File: config.mk
export PLATFORM = sky130hd
export DESIGN_NAME = multu_hilo
export DESIGN_NICKNAME = d
export VERILOG_FILES = /design/src/rtl/multu_hilo.sv
export SDC_FILE = /design/constraint.sdc
export NUM_CORES = 1
export LEC_CHECK = 0
export CORE_AREA = 2 2 155 157
export DETAILED_ROUTE_END_ITERATION = 8
export DIE_AREA = 0 0 157 159
export GPL_ROUTABILITY_DRIVEN = 0
export PLACE_DENSITY_LB_ADDON = 0.12
export SETUP_SLACK_MARGIN = 0.5
export SLEW_MARGIN = 20
export SYNTH_ARGS = -nofsm -noshare
export SYNTH_HDL_FRONTEND = slang
export SYNTH_SLANG_ARGS = --single-unit
File: constraint.sdc
create_clock -name clk -period 10.05 [get_ports clk]
set_input_delay 2.01 -clock clk [delete_from_list [all_inputs] [get_ports clk]]
set_output_delay 2.01 -clock clk [all_outputs]
set_load 0.01 [all_outputs]
File: src/rtl/multu_hilo.sv
// multu_hilo: multi-cycle unsigned 32x32 shift-add multiplier that writes the
// HI/LO register pair when it completes.
//
// Ports:
//   clk     rising-edge clock for all state
//   reset   asynchronous, active-high; clears all state
//   dataA   unsigned multiplicand, sampled only on the start edge
//   dataB   unsigned multiplier, sampled only on the start edge
//   Signal  funct code; 6'b011001 (MULTU) requests a multiply
//   HiOut   HI register (upper 32 bits of the last product)
//   LoOut   LO register (lower 32 bits of the last product)
//   busy    high while a multiply is in progress
//   done    one-cycle pulse on the cycle HI/LO are written
//
// Build option: define MULTU_EARLY_TERM_EN to finish as soon as the remaining
// multiplier bits are all zero. Without it the latency is fixed at 32 RUN edges.

module multu_hilo (
   input  logic        clk,
   input  logic        reset,
   input  logic [31:0] dataA,
   input  logic [31:0] dataB,
   input  logic [5:0]  Signal,
   output logic [31:0] HiOut,
   output logic [31:0] LoOut,
   output logic        busy,
   output logic        done
);

   localparam int unsigned W  = 32;
   localparam int unsigned PW = 2 * W;
   localparam int unsigned CW = 6;
   localparam logic [5:0]    MULTU      = 6'b011001;
   localparam logic [CW-1:0] LAST_COUNT = CW'(W);

   typedef enum logic {IDLE, RUN} state_t;

   state_t          state, state_d;
   logic [PW-1:0]   mcand, mcand_d;
   logic [W-1:0]    mplier, mplier_d;
   logic [PW-1:0]   product, product_d;
   logic [CW-1:0]   count, count_d;
   logic            armed, armed_d;
   logic [W-1:0]    hi_d, lo_d;
   logic            busy_d, done_d;

   // One shift-add iteration, including the add for the current bit.
   logic [PW-1:0]   sum;
   logic [W-1:0]    mplier_sh;
   logic [CW-1:0]   count_inc;
   logic            finish;

   assign sum       = product + (mplier[0] ? mcand : PW'(0));
   assign mplier_sh = mplier >> 1;
   assign count_inc = count + CW'(1);

`ifdef MULTU_EARLY_TERM_EN
   assign finish = (count_inc == LAST_COUNT) || (mplier_sh == '0);
`else
   assign finish = (count_inc == LAST_COUNT);
`endif

   // State and datapath registers.
   always_ff @(posedge clk or posedge reset) begin
      if (reset) begin
         state   <= IDLE;
         mcand   <= '0;
         mplier  <= '0;
         product <= '0;
         count   <= '0;
         armed   <= 1'b1;
         HiOut   <= '0;
         LoOut   <= '0;
         busy    <= 1'b0;
         done    <= 1'b0;
      end else begin
         state   <= state_d;
         mcand   <= mcand_d;
         mplier  <= mplier_d;
         product <= product_d;
         count   <= count_d;
         armed   <= armed_d;
         HiOut   <= hi_d;
         LoOut   <= lo_d;
         busy    <= busy_d;
         done    <= done_d;
      end
   end

   // Next-state and datapath update.
   always_comb begin
      state_d   = state;
      mcand_d   = mcand;
      mplier_d  = mplier;
      product_d = product;
      count_d   = count;
      hi_d      = HiOut;
      lo_d      = LoOut;
      busy_d    = busy;
      done_d    = 1'b0;
      // Re-arm whenever MULTU is absent so a held MULTU starts only once.
      armed_d   = (Signal != MULTU) ? 1'b1 : armed;

      unique case (state)
         IDLE: begin
            if (Signal == MULTU && armed) begin
               mcand_d   = {{W{1'b0}}, dataA};
               mplier_d  = dataB;
               product_d = '0;
               count_d   = '0;
               armed_d   = 1'b0;
               busy_d    = 1'b1;
               state_d   = RUN;
            end
         end
         RUN: begin
            // MULTU and operand changes are ignored while running.
            product_d = sum;
            mcand_d   = mcand << 1;
            mplier_d  = mplier_sh;
            count_d   = count_inc;
            if (finish) begin
               hi_d    = sum[PW-1:W];
               lo_d    = sum[W-1:0];
               done_d  = 1'b1;
               busy_d  = 1'b0;
               state_d = IDLE;
            end
         end
         default: state_d = IDLE;
      endcase
   end

endmodule

# == After elaboration in Yosys (flattened, before gate mapping) ==
# Index checks and enable logic that the tools add are counted.
# classes
addsub,2
eq_ne,5
muxes,20
bitwise,1
reduce_logical,3
# op_table
op,count
64-bit case mux with 2 select lines,2
64-bit 2-to-1 mux,3
64-bit adder,1
32-bit case mux with 2 select lines,1
32-bit 2-to-1 mux,1
6-bit case mux with 2 select lines,1
1-bit 2-to-1 mux,9
"6-bit by 1-bit adder with 6-bit output, second input constant",1
"6-bit by 5-bit == test with 1-bit output, second input constant",1
"6-bit == test, second input constant",1
6-bit 2-to-1 mux,1
"6-bit by 5-bit inequality test with 1-bit output, second input constant",1
1-bit case mux with 2 select lines,2
2-bit AND reduction,2
"2-bit by 1-bit inequality test with 1-bit output, second input constant",1
"2-bit inequality test, second input constant",1
1-bit logical AND,1
1-bit inverter,1
# totals
ff_bits,234
input_bits,72
out_inout_bits,66
word_cells,41

# == Logic depth before layout (Yosys ltp) ==
# logic_depth
word_depth,4
depth_mapped,16
mapped_depth_nobuf,14

# == Worst setup path before layout ==
# OpenSTA, ideal clock, no wires.
# synth_path
kind,input-to-reg
from,in Signal[5]
to,reg mplier[10]
setup_ps,134
arrival_time_ps,3645
required_time_ps,9916
setup_slack_ps,6271
stages,8
n_path_buf,3
path_cell_list,nand4bb_1 > nor3b_1 > and2_1 > clkbuf_1 > clkbuf_1 > buf_2 > mux2i_1 > o21ai_0
# synth_via
elab_chain_len,3
# synth_lines
item,line,source
from (decl),23,"input logic [5:0] Signal,"
6-bit by 5-bit == test with 1-bit output,106,if (Signal == MULTU && armed) begin
1-bit logical AND,106,
2-bit inequality test (no line),n/a,
to (signal assigned),79,mplier <= mplier_d;
to (decl),40,"logic [W-1:0] mplier, mplier_d;"
# No other way between the ends.
# A chain may end at the register's enable or synchronous reset.

# == Final worst setup path ==
# layout_path
from,in Signal[5]
to,reg mcand[9]
# layout_via
elab_chain_len,3
# layout_lines
item,line,source
6-bit by 5-bit == test with 1-bit output,106,
1-bit logical AND,106,
2-bit inequality test (no line),n/a,
to (signal assigned),78,mcand <= mcand_d;
to (decl),39,"logic [PW-1:0] mcand, mcand_d;"
# No other way between the ends.

==> out/summary.txt <==
status - finished, final reports clean
P_leak - 6.69 nW
arrival time of data at the critical path endpoint - 4.83 ns
largest cells by area after synthesis - dfrtp_1 44%, o21ai_0 8.8%, nand2_1 8.7%
Routed WL - 31.8 mm
slew margin rel. - 0.237
period utilisation layout - 0.443
per-cell via count in the routed design - 5.76
register share of total power - 0.406
VDD IR-drop max - 0.152 mV
ratio of cells with drive above 1 in the final layout - 0.0466
post-CTS setup repair buffer count - 0
Die Span X - 157 um
first-pass GRT wire length - 52.5 mm
Top delay family on crit path - simple AND/OR/NAND/NOR gates
part of the total power dissipated in combinational logic - 0.332
Worst-Margin Slew - 1.14 ns
area enclosed by the die boundary - 25000 um2
setup TNS - 0 ns
antenna violations before repair - 0
Nets - 1729
Area growth syn-to-layout - 17.7%
All-Layer GR Usage - 0.254
deepest level of the CTS H-tree - 1
hpwl dp - 21.8 mm
Power Internal - 2.40 mW
time the final worst path needs with I/O delays and setup - 4.45 ns
via count of the first global-routing pass - 10700
net load switching power - 1.36 mW
buffer depth of the longest clock path - 3
worst min path class - reg2reg
required time reported for the critical path endpoint - 10.43 ns
Worst Setup Slack, final - 5.60 ns
die span in y - 159 um
router iterations before antenna repair - 5
Clock Power Share - 0.263
library cell occupying the most area in the post-synthesis netlist - dfrtp_1
number of I/O pins - 138
Critical path buffers and inverters - 2
Seq/Total Area, Yosys - 0.440
Worst Clk Skew - 0.0199 ns
Inserted Clock Buffers - 25
number of instances resized during post-cts repair - 0
prevailing post-synth register cell - dfrtp_1
critical path class - in2reg
cells along the critical path - clkdlybuf4s50_1, nand4bb_1, nor3b_1, and2_4, buf_4, mux2i_1, o21ai_0
count of placed standard cells including taps - 1883
total nets after synthesis - 1655
largest incremental delay on the critical path - 0.79 ns
number of unique standard cell types used by synthesis - 67
cell with the biggest individual delay on the critical path - buf_4
number of hold violations in the final report - 0
count of input and output buffers - 137
number of placement rows - 56
buffer cell driving the clock tree root - clkbuf_16
number of cells produced by synthesis - 1517
share of synthesized flip-flops with an asynchronous set or reset - 1.00
Sink Count - 234
total of flip-flops plus latches after synthesis - 234
pre-CTS setup slack - 5.12 ns
Setup crit start kind - primary input
yosys warns - 0
Pwr Density - 240 nW/um2
Synth top area share - 0.438
number of DRC markers after the initial detailed-route iteration - 683
Layout Utilization - 0.675
number of nets with antenna violations after detailed routing - 0
final routed wire length divided by cell count - 16.5 um
total global routing overflow - 0
Critical Path Sink Type - flip-flop
largest net degree at the start of global routing - 116
FILL cells - 1915
unrepaired setup endpoints after global routing - false
number of cells in the finished layout apart from fillers - 1928
number of synthesized flops with an enable pin - 0
Final Setup Violations - 0
CTS clk-pin slew, worst paths - 0.06 ns
worst skew pair latency - 0.53 ns
Post-Synthesis Cell Area - 13300 um2
largest fanout on the critical path - 54
most common cell in the netlist - nand2_1
Commonest cells post-synth - 307 x nand2_1, 233 x dfrtp_1, 233 x o21ai_0
maximum clock frequency - 224 MHz
power after layout - 3.76 mW
Core Footprint - 23200 um2
Initial Util - 0.574
number of max-capacitance violations reported - 0
total via count in the routed design - 11100
average size of a mapped cell - 8.78 um2
clock tree from TritonCTS - done
number of pins with negative max-slew slack in the final report - 0
Remaining DRCs - 0
total of hold buffers inserted after clock tree synthesis - 0
Net Sw Frac - 0.361
Antenna diodes - 0
area by class of cell:
cell class                 count  area, um2  share of cell area
multi-input combinational   1161       7000               0.447
clock inverter                12        194              0.0124
tap                          319        399              0.0255
clock buffer                  33        686              0.0438
sequential                   234       5860               0.374
timing repair buffer         145       1430              0.0914
inverter                      24       97.6             0.00623
logic make-up after synthesis:
group	synth area share
compound gates	0.198
xor+xnor	0.0428
buf+inv	0.0361
simple gates	0.173
fa+ha+maj	0.0626
flops	0.440
mux	0.0482
worst paths after layout:
| path | start | endpoint | slack (ns) | cells after the start |
|---|---|---|---|---|
| max in group asynchronous | reset | mcand[61] | 6.50 | 3 |
| hold / removal | mcand[61] | mcand[62] | 0.47 | 2 |
| setup / recovery | Signal[5] | mcand[9] | 5.60 | 7 |
| min in group asynchronous | reset | HiOut[21] | 2.06 | 2 |
| hold reg to reg | mcand[61] | mcand[62] | 0.47 | 2 |
| setup reg to reg | mplier[0] | HiOut[30] | 5.74 | 14 |
placed cells by master, fill, tap and decap left out, types with 17 or more instances in the layout:
cell,synthesis,routed
nand2_1,307,306
o21ai_0,233,233
dfrtp_1,233,232
clkdlybuf4s50_1,0,137
a21oi_1,88,88
and2_1,66,65
ha_1,65,65
mux2i_1,63,63
nand3_1,39,38
nor2_1,37,36
xnor2_1,34,34
xor2_1,31,31
o22ai_1,25,25
clkbuf_16,0,25
inv_1,24,22
a31oi_1,17,17
nand4_1,17,17
worst register-to-register path, delay by kind of cell, from the launching register on:
kind            cells  cell delay, ns
flops               1            0.77
simple gates        2            0.40
xor+xnor            1            0.25
buf+inv             1            0.07
fa+ha+maj           2            0.60
compound gates      8            2.06
layer usage:
layer | routed length [um] | global-route usage
met3 | 1960 | 0.0425
met2 | 14900 | 0.417
met1 | 14400 | 0.354
met5 | 0 | 0
met4 | 600 | 0.0584
stage by stage:
step,hold WS (ns),cell area (um2)
floorplan,0.449,13300
global placement,0.458,14800
detailed placement,0.464,14800
CTS,0.482,15700
global route,0.496,15700
finish,0.474,15700
power groups by stage:
stage                     clock network, mW  logic (mW)  registers, mW
after floorplan                           0       0.809           1.48
after global placement                    0        1.21           1.53
after detailed placement                  0        1.25           1.53
after CTS                              1.01        1.26           1.53
after global routing                   1.04        1.40           1.57
final                                 0.988        1.25           1.53
flip-flops by register name, indices dropped and copies added, names as in the netlist:
register	cells
armed	1
product	64
state	1
LoOut	32
HiOut	32
mcand	64
mplier	32
busy	1
done	1
count	6
Power figures use the tool's default switching activity.
